`config.mk`:
```
export PLATFORM = sky130hd
export DESIGN_NAME = matrix_mem_arbiter
export DESIGN_NICKNAME = d
export VERILOG_FILES = /design/src/rtl/matrix_mem_arbiter.sv
export SDC_FILE = /design/constraint.sdc
export NUM_CORES = 1
export LEC_CHECK = 0
export CAP_MARGIN = 10
export CORE_UTILIZATION = 30
export DETAILED_ROUTE_END_ITERATION = 8
export GPL_TIMING_DRIVEN = 0
export PLACE_DENSITY_LB_ADDON = 0.08
export SYNTH_ARGS = -nofsm -noshare
export SYNTH_HDL_FRONTEND = slang
export SYNTH_SLANG_ARGS = --single-unit
```
`constraint.sdc`:
```
create_clock -name in_clk -period 5.9 [get_ports in_clk]
set_input_delay 1.18 -clock in_clk [delete_from_list [all_inputs] [get_ports in_clk]]
set_output_delay 1.18 -clock in_clk [all_outputs]
set_load 0.05 [all_outputs]
```
`src/rtl/matrix_mem_arbiter.sv`:
```
// Round-robin arbiter sharing one matrix register-file port between host, multiplier and adder.
// Define MATRIX_ARB_TIMEOUT_EN to bound READ at 255 cycles and raise a sticky out_error.
module matrix_mem_arbiter #(
    parameter int address_width = 4,
    parameter int cell_width    = 8,
    parameter int size          = 4,
    parameter int width         = cell_width * size
) (
    input  logic                       in_clk,
    input  logic                       in_reset,
    input  logic [2:0]                 in_req_read_en,
    input  logic [2:0]                 in_req_write_en,
    input  logic [3*address_width-1:0] in_req_address,
    input  logic [5:0]                 in_req_type,
    input  logic [5:0]                 in_req_matrix,
    input  logic [3*width-1:0]         in_req_wdata,
    output logic [2:0]                 out_grant,
    output logic [2:0]                 out_req_done,
    output logic [width-1:0]           out_req_rdata,
    output logic [address_width-1:0]   out_reg_address,
    output logic [1:0]                 out_type,
    output logic [1:0]                 out_matrix,
    output logic                       out_read_en,
    output logic                       out_write_en,
    output logic [width-1:0]           out_cell_c,
    input  logic [width-1:0]           in_data,
    input  logic                       in_data_ready,
    output logic                       out_error
);

    typedef enum logic [1:0] {S_IDLE, S_WRITE, S_READ, S_DONE} state_t;

    state_t                     r_state, w_next_state;
    logic [1:0]                 r_last_grant, r_owner;
    logic [1:0]                 w_sel, w_owner_n;
    logic                       w_sel_valid, w_timeout;
    logic [2:0]                 w_active;
    logic [2:0]                 w_grant_nxt, w_done_nxt;
    logic [width-1:0]           w_rdata_nxt, w_cell_nxt;
    logic [address_width-1:0]   w_address_nxt;
    logic [1:0]                 w_type_nxt, w_matrix_nxt;

    function automatic logic [1:0] rr_index(input logic [1:0] base, input logic [1:0] step);
        logic [2:0] sum;
        sum = {1'b0, base} + {1'b0, step};
        return (sum >= 3'd3) ? 2'(sum - 3'd3) : sum[1:0];
    endfunction

    assign w_active = in_req_read_en | in_req_write_en;

    // Walk the search order backwards so the requester nearest last_grant+1 wins.
    always_comb begin
        // NOTE: every always_comb output gets a default first so no path can infer a latch.
        w_sel       = 2'd0;
        w_sel_valid = 1'b0;
        for (int k = 3; k >= 1; k--) begin
            logic [1:0] idx;
            idx = rr_index(r_last_grant, 2'(k));
            if (w_active[idx]) begin
                w_sel       = idx;
                w_sel_valid = 1'b1;
            end
        end
    end

`ifdef MATRIX_ARB_TIMEOUT_EN
    logic [7:0] r_timer;
    logic       r_error;
    assign w_timeout = (r_state == S_READ) && !in_data_ready && (r_timer == 8'd254);
    assign out_error = r_error;
`else
    assign w_timeout = 1'b0;
    assign out_error = 1'b0;
`endif

    always_comb begin
        w_next_state = r_state;
        case (r_state)
            S_IDLE:  if (w_sel_valid) w_next_state = in_req_write_en[w_sel] ? S_WRITE : S_READ;
            S_WRITE: w_next_state = S_DONE;
            S_READ:  if (in_data_ready || w_timeout) w_next_state = S_DONE;
            S_DONE:  w_next_state = S_IDLE;
            default: w_next_state = S_IDLE;
        endcase
    end

    // Output registers are loaded from the next state, so they line up with the state they describe.
    always_comb begin
        w_owner_n     = (r_state == S_IDLE) ? w_sel : r_owner;
        w_grant_nxt   = (w_next_state != S_IDLE) ? (3'b001 << w_owner_n) : 3'b000;
        w_done_nxt    = (w_next_state == S_DONE) ? (3'b001 << w_owner_n) : 3'b000;
        w_rdata_nxt   = (r_state == S_READ && in_data_ready) ? in_data : '0;
        w_cell_nxt    = '0;
        w_address_nxt = '0;
        w_type_nxt    = 2'b00;
        w_matrix_nxt  = 2'b00;
        if (w_next_state == S_WRITE || w_next_state == S_READ) begin
            if (r_state == S_IDLE) begin
                w_address_nxt = in_req_address[w_sel*address_width +: address_width];
                w_type_nxt    = in_req_type[w_sel*2 +: 2];
                w_matrix_nxt  = in_req_matrix[w_sel*2 +: 2];
            end else begin
                w_address_nxt = out_reg_address;
                w_type_nxt    = out_type;
                w_matrix_nxt  = out_matrix;
            end
        end
        if (w_next_state == S_WRITE)
            w_cell_nxt = in_req_wdata[w_sel*width +: width];
    end

    always_ff @(posedge in_clk) begin
        // NOTE: sequential state uses non-blocking assignments so every flop sees pre-edge values.
        if (in_reset) begin
            r_state         <= S_IDLE;
            r_last_grant    <= 2'd2;
            r_owner         <= 2'd0;
            out_grant       <= 3'b000;
            out_req_done    <= 3'b000;
            out_req_rdata   <= '0;
            out_reg_address <= '0;
            out_type        <= 2'b00;
            out_matrix      <= 2'b00;
            out_read_en     <= 1'b0;
            out_write_en    <= 1'b0;
            out_cell_c      <= '0;
`ifdef MATRIX_ARB_TIMEOUT_EN
            r_timer         <= 8'd0;
            r_error         <= 1'b0;
`endif
        end else begin
            r_state         <= w_next_state;
            r_owner         <= w_owner_n;
            if (r_state == S_DONE)
                r_last_grant <= r_owner;
            out_grant       <= w_grant_nxt;
            out_req_done    <= w_done_nxt;
            out_req_rdata   <= w_rdata_nxt;
            out_reg_address <= w_address_nxt;
            out_type        <= w_type_nxt;
            out_matrix      <= w_matrix_nxt;
            out_read_en     <= (w_next_state == S_READ);
            out_write_en    <= (w_next_state == S_WRITE);
            out_cell_c      <= w_cell_nxt;
`ifdef MATRIX_ARB_TIMEOUT_EN
            r_timer         <= (r_state == S_READ) ? r_timer + 8'd1 : 8'd0;
            if (w_timeout)
                r_error <= 1'b1;
`endif
        end
    end

endmodule
```
==> reports/results.ini, run 1 <==
[placed_design]
gp_congestion = 0.802
dp_hpwl_um = 9740
io_buffer_count = 240

[setup_path]
cp-endpoint = out_reg_address[3]
cp.required_ns = 6.15
reg2reg_slack_ns = 2.04
end_kind = flop
cp_common_cell = or2_1
crit_arrival_ns = 4.74
reg2reg_to = out_reg_address[3]
slowest_stage = nor2_1
path_max_fanout = 10
cp-start-kind = primary input
rr_worst_depth = 14
path_cells = clkdlybuf4s50_1 > or2_1 > o311a_1 > or3_1 > buf_2 > o2111a_1 > or2_1 > ha_1 > nor2_1 > clkbuf_1 > nand4_1 > o211ai_1
startpoint = in_req_write_en[1]
r2r_start = r_last_grant[0]
cpPeakStageDelay_ns = 0.46
crit_type = primary input to flop

[routing]
drt-pass1-iter-count = 4
wl_um = 12300
antenna_left = 0
route.detailed.drc = 0
wl_per_cell_um = 15.6
drt_iter0_drc = 213
via_per_inst = 4.75
vias = 3749

[sta]
fin_worst_skew_ns = 0.00676
final_max_slew_viol_count = 0
fin_crit_sh_pct = 76.0
hold_violations = 0
final.setup.tns_ns = 0
worst_slew_pin_slew_ns = 0.607
fin_crit_ns = 4.48
setup_viol = 0
fmax_mhz = 223
max_slew_margin_pct = 59.3
rsz0062_at_grt = no

[worst_hold_path]
hp-class = flop to flop

[final_layout]
layout.nets = 818
areaGrowthSynthToFinish_pct = 82.6
num_antenna_cells = 0
drive_gt1_share_pct = 4.46

[run_status]
status = complete, no violations

[logic_synthesis]
ys.flop_type = dfxtp_1
synth_area_leaders = dfxtp_1 (49%), nand2_1 (7.7%), a31oi_1 (6.1%), and2_1 (5.7%), o21ai_0 (4.9%)
synthArstFlopShare_pct = 0
synth_edf_count = 0
syn-num-nets = 567
synthCells = 394
synth_top_cell_by_area = dfxtp_1
yosysMostFrequentCell = dfxtp_1
synth_common_cells = dfxtp_1 (86), nand2_1 (71), a31oi_1 (34), o21ai_0 (34), and2_1 (32)
synth_area_mm2 = 0.00348
synth_warnings = 0
synth_seq_cells = 86
synth_top_area_share_pct = 49.4
synth_cell_types = 43
avgSynthCellArea_um2 = 8.84
seq_area_frac_synth_pct = 49.4

[cts]
postCtsHoldBufs = 0
htree_levels = 3
cts.sinks = 86
cts_tree = done
clk_pin_slew_worst_paths_ns = 0.07
insertion_delay_ns = 0.33
ctsRootBufferMaster = clkbuf_16
post_cts_buffers = 0
cts_made_buffers = 9
cts_buffer_depth = 2
cts_resized = 0

[floorplan]
die_h_um = 110
rows = 38
dieArea_mm2 = 0.0120
die_width_um = 110
pin_count = 242
initial_utilization_pct = 31.4
core-area_mm2 = 0.0111

[global_route]
antenna_found_initial = 0
overflow = 0
grt_start_max_net_pins = 19
grt_pass1_wl_um = 18100
first_global_vias = 3539
grtUsageTotal_pct = 19.8

[power]
power_uw = 2650
pwr_density_cell_mw_per_mm2 = 417
leakagePower_uw = 0.00243
vdd_drop_max_uv = 237

[job]
maxCapViolations = 0

==> layout make-up <==
class / instances / area (um^2)
multi-input combinational: 275 / 1620
fill: 1043 / 4720
tap: 140 / 175
sequential: 86 / 1720
clock inverter: 7 / 72.6
inverter: 6 / 22.5
buffer: 27 / 119
timing repair buffer: 240 / 2400
clock buffer: 9 / 225
==> stage by stage <==
step | util, % | cells | area [um^2] | setup WS (ns) | hold slack (ns)
after CTS | 57.4 | 790 | 6360 | 1.44 | 0.515
after global placement | 54.7 | 774 | 6060 | 1.11 | 0.485
after global routing | 57.4 | 790 | 6360 | 1.17 | 0.537
after detailed placement | 54.7 | 774 | 6060 | 1.09 | 0.496
after floorplan | - | 394 | 3480 | 1.95 | 0.483
final | 57.4 | 790 | 6360 | 1.42 | 0.514
==> placed cells by master (no fill, tap or decap), types with 2 or more instances in the layout <==
master,n
o211ai_1,9
nand2b_1,2
nand3_1,2
a31oi_1,34
nor2_1,15
inv_1,5
nor3_1,7
and3_1,2
nand3b_1,8
and2_1,32
inv_8,2
or2_1,2
nand4_1,8
mux2i_1,9
inv_6,3
nand2_1,71
o22ai_1,2
buf_2,5
a21oi_1,7
clkbuf_16,9
dfxtp_1,86
ha_1,12
clkbuf_1,19
o21ai_0,34
nor2b_1,2
clkdlybuf4s50_1,240
==> state kept, by name (all words and copies together) (netlist names), 2 cells and up <==
signal,count
out_cell_c,32
out_req_rdata,32
out_reg_address,4
out_grant,3
out_req_done,3
out_matrix,2
out_type,2
r_last_grant,2
r_owner,2
r_state,2
==> worst min path at each step <==
stage / startpoint / endpoint / cells after the start
2_1_floorplan: r_owner[1] / r_last_grant[1] / 2
5_1_grt: out_matrix[0] / out_matrix[0] / 2
3_5_place_dp: out_reg_address[2] / out_reg_address[2] / 2
4_1_cts: out_type[1] / out_type[1] / 2
3_3_place_gp: out_reg_address[2] / out_reg_address[2] / 2
6_report: out_matrix[0] / out_matrix[0] / 2
==> layer usage <==
layer  GRT usage, %  vias up  share of wire [%]
met2           34.4      171                 49
met4           7.62        0                2.1
li1               -     1871                  -
met1           22.5     1691                 39
met3           6.58       16                9.7
met5              0        -                  0
==> power breakdown <==
part	switching (uW)	internal [uW]	total [uW]
logic	853	479	1330
registers	49.8	712	762
clock network	255	299	555
total	1160	1490	2650
==> cell families (layout without fill, tap and decap cells) <==
kind of cell               Yosys count  in the layout  synth area share, %
AOI/OAI and AO/OA                   98             98                 17.6
buffers and inverters               33            289                 4.06
muxes                                9              9                 2.59
adders and majority gates           12             12                 4.31
DFF                                 86             86                 49.4
and+or+nand+nor                    155            155                 21.8
other                                1              1                0.108
==> worst max-delay path, delay by kind of cell <==
kind | cells | cell delay, ns
AO/OA/AOI/OAI | 3 | 0.77
adder cells (fa/ha/maj) | 1 | 0.30
buffers and inverters | 3 | 1.01
AND/OR/NAND/NOR | 5 | 1.49
Power figures use the tool's default switching activity.
==> run 2: changes to the inputs <==
==> constraint.sdc (replaced) <==
create_clock -name in_clk -period 4.4 [get_ports in_clk]
set_input_delay 0.88 -clock in_clk [delete_from_list [all_inputs] [get_ports in_clk]]
set_output_delay 0.88 -clock in_clk [all_outputs]
set_load 0.05 [all_outputs]
==> run 2 against run 1 <==
Against the previous run:
- first-iteration DRC count is 0.47% lower
- hold slack hardly changed
- clock-buffer cell count stayed put
- clock skew hardly changed
- combinational power is 35% higher
- register-to-register slack worse by 1.4 ns
- design area hardly changed
- cell count stayed put
- total power is 34% higher
- critical path type unchanged
- sequential cell count stayed put
- die area stayed put
- largest power group unchanged
- critical endpoint unchanged
==> reports/results.ini, run 2 (synthesized netlist as in run 1, its figures left out) <==
[run_status]
status = complete, no violations

[sta]
fin_crit_ns = 4.02
hold_violations = 0
fin_crit_sh_pct = 91.4
final.setup.tns_ns = 0
max_slew_margin_pct = 59.2
setup_viol = 0
rsz0062_at_grt = no
final_max_slew_viol_count = 0
fmax_mhz = 249
worst_slew_pin_slew_ns = 0.609
fin_worst_skew_ns = 0.00708

[final_layout]
multi_input_area_mm2 = 0.00162
areaGrowthSynthToFinish_pct = 82.6
fillers = 1043
layout_top_registers = out_cell_c (32), out_req_rdata (32), out_reg_address (4)
drive_gt1_share_pct = 4.62
layout.nets = 818
regArea_mm2 = 0.00172
fin_area_mm2 = 0.00636
mostFrequentLayoutCell = clkdlybuf4s50_1
layout_common_cells = clkdlybuf4s50_1 (240), dfxtp_1 (86), nand2_1 (71)
num_antenna_cells = 0

[routing]
route.detailed.drc = 0
via_per_inst = 4.75
drt-pass1-iter-count = 4
drt_iter0_drc = 212
antenna_left = 0
wl_per_cell_um = 15.6
vias = 3750
wl_um = 12400

[power]
power.switching_uw = 1560
pwr-share-clk_pct = 20.9
intPower_uw = 2000
leakagePower_uw = 0.00243
pwr_density_cell_mw_per_mm2 = 559
p_sw_share_pct = 43.7
seq_power_share_pct = 28.7
combPwrFrac_pct = 50.4
power_uw = 3560
vdd_drop_max_uv = 318

[floorplan]
initial_utilization_pct = 31.4
core-area_mm2 = 0.0111
die_width_um = 110
rows = 38
die_h_um = 110
pin_count = 242
dieArea_mm2 = 0.0120

[cts]
cts_resized = 0
insertion_delay_ns = 0.33
htree_levels = 3
postCtsHoldBufs = 0
cts_buffer_depth = 2
cts.sinks = 86
clk_pin_slew_worst_paths_ns = 0.07
post_cts_buffers = 0
ctsRootBufferMaster = clkbuf_16
cts_tree = done
cts_made_buffers = 9

[global_route]
overflow = 0
use_met1_pct = 22.5
use_met3_pct = 6.58
busiest_layer = met2
grt_pass1_wl_um = 18100
met2_usage_pct = 34.4
first_global_vias = 3539
grtUsageTotal_pct = 19.8
antenna_found_initial = 0
grt_start_max_net_pins = 19

[placed_design]
gp_congestion = 0.802
placed_cell_area_mm2 = 0.00606
io_buffer_count = 240
dp_hpwl_um = 9740

[setup_path]
slowest_stage = clkdlybuf4s50_1
cp.required_ns = 4.66
reg2reg_slack_ns = 0.65
cp_common_cell = or2_1
path_buf_inv = 3
reg2reg_to = out_cell_c[4]
crit_family = simple AND/OR/NAND/NOR gates
path_cells = clkdlybuf4s50_1 > or2_1 > o311a_1 > or3_1 > buf_2 > o2111a_1 > or2_1 > ha_1 > nor2_2 > clkbuf_1 > nand4_1 > o211ai_1
rr_worst_depth = 15
path_max_fanout = 10
crit_type = primary input to flop
cpPeakStageDelay_ns = 0.44
cp-start-kind = primary input
end_kind = flop
crit_arrival_ns = 4.28
r2r_start = r_last_grant[0]

[job]
maxCapViolations = 0

[worst_hold_path]
hp-start = out_matrix[0]
hp-class = flop to flop
hold_end = out_matrix[0]
min_path_cells = 2

-- run 2: cell counts in the layout (fill, tap and decap cells not counted) --
No cell type changed its count.
-- run 2: final cells by class --
cell class / instances / share of cell area [%]
inverters: 6 / 0.354
repair buffers: 240 / 37.8
clock buffers: 9 / 3.54
well taps: 140 / 2.75
clock inverters: 7 / 1.14
multi-input cells: 275 / 25.5
flip-flops and latches: 86 / 27.1
plain buffers: 27 / 1.87
-- run 2: power by group through the flow --
stage | clock (uW) | combinational (uW) | sequential [uW]
finish | 744 | 1790 | 1020
global route | 802 | 1920 | 1040
CTS | 767 | 1800 | 1020
detailed placement | 0 | 1790 | 1040
global placement | 0 | 1770 | 1030
floorplan | 0 | 567 | 1600
-- run 2: worst max-delay path by stage --
stage / from / to / slack, ns / cells after the start
finish: in_req_write_en[1] / out_reg_address[3] / 0.38 / 12
global route: in_req_write_en[1] / out_cell_c[8] / 0.09 / 11
CTS: in_req_write_en[1] / out_reg_address[3] / 0.24 / 12
detailed placement: in_req_write_en[1] / out_reg_address[3] / -0.11 / 12
global placement: in_req_write_en[1] / out_reg_address[3] / -0.09 / 12
floorplan: in_req_read_en[1] / out_reg_address[3] / 0.75 / 11
-- run 2: worst min-delay path, delay by kind of cell, from the launching register on --
kind / cells / cell delay, ns
flip-flops: 1 / 0.31
AO/OA/AOI/OAI: 1 / 0.07
AND/OR/NAND/NOR: 1 / 0.08
-- run 2: metrics by stage --
step	util, %	hold WS [ns]	worst slack, ns	cells
finish	57.4	0.514	0.377	790
global route	57.4	0.537	0.0903	790
CTS	57.4	0.515	0.238	790
detailed placement	54.7	0.496	-0.111	774
global placement	54.7	0.485	-0.0910	774
floorplan	-	0.483	0.753	394
-- run 2: layer usage --
layer | vias to the layer above | wire [um]
li1 | 1871 | -
met5 | - | 0
met1 | 1689 | 4830
met4 | 0 | 260
met2 | 174 | 6030
met3 | 16 | 1230
==> run 3: changes to the inputs <==
--- a/config.mk
+++ b/config.mk
@@ -5,7 +5,8 @@
 export SDC_FILE = /design/constraint.sdc
 export NUM_CORES = 1
 export LEC_CHECK = 0
-export CAP_MARGIN = 10
+export CAP_MARGIN = 20
+export CORE_MARGIN = 1
 export CORE_UTILIZATION = 30
 export DETAILED_ROUTE_END_ITERATION = 8
 export GPL_TIMING_DRIVEN = 0
==> results of run 3 <==
The final DEF is identical to that of run 2; final timing and power are the same.
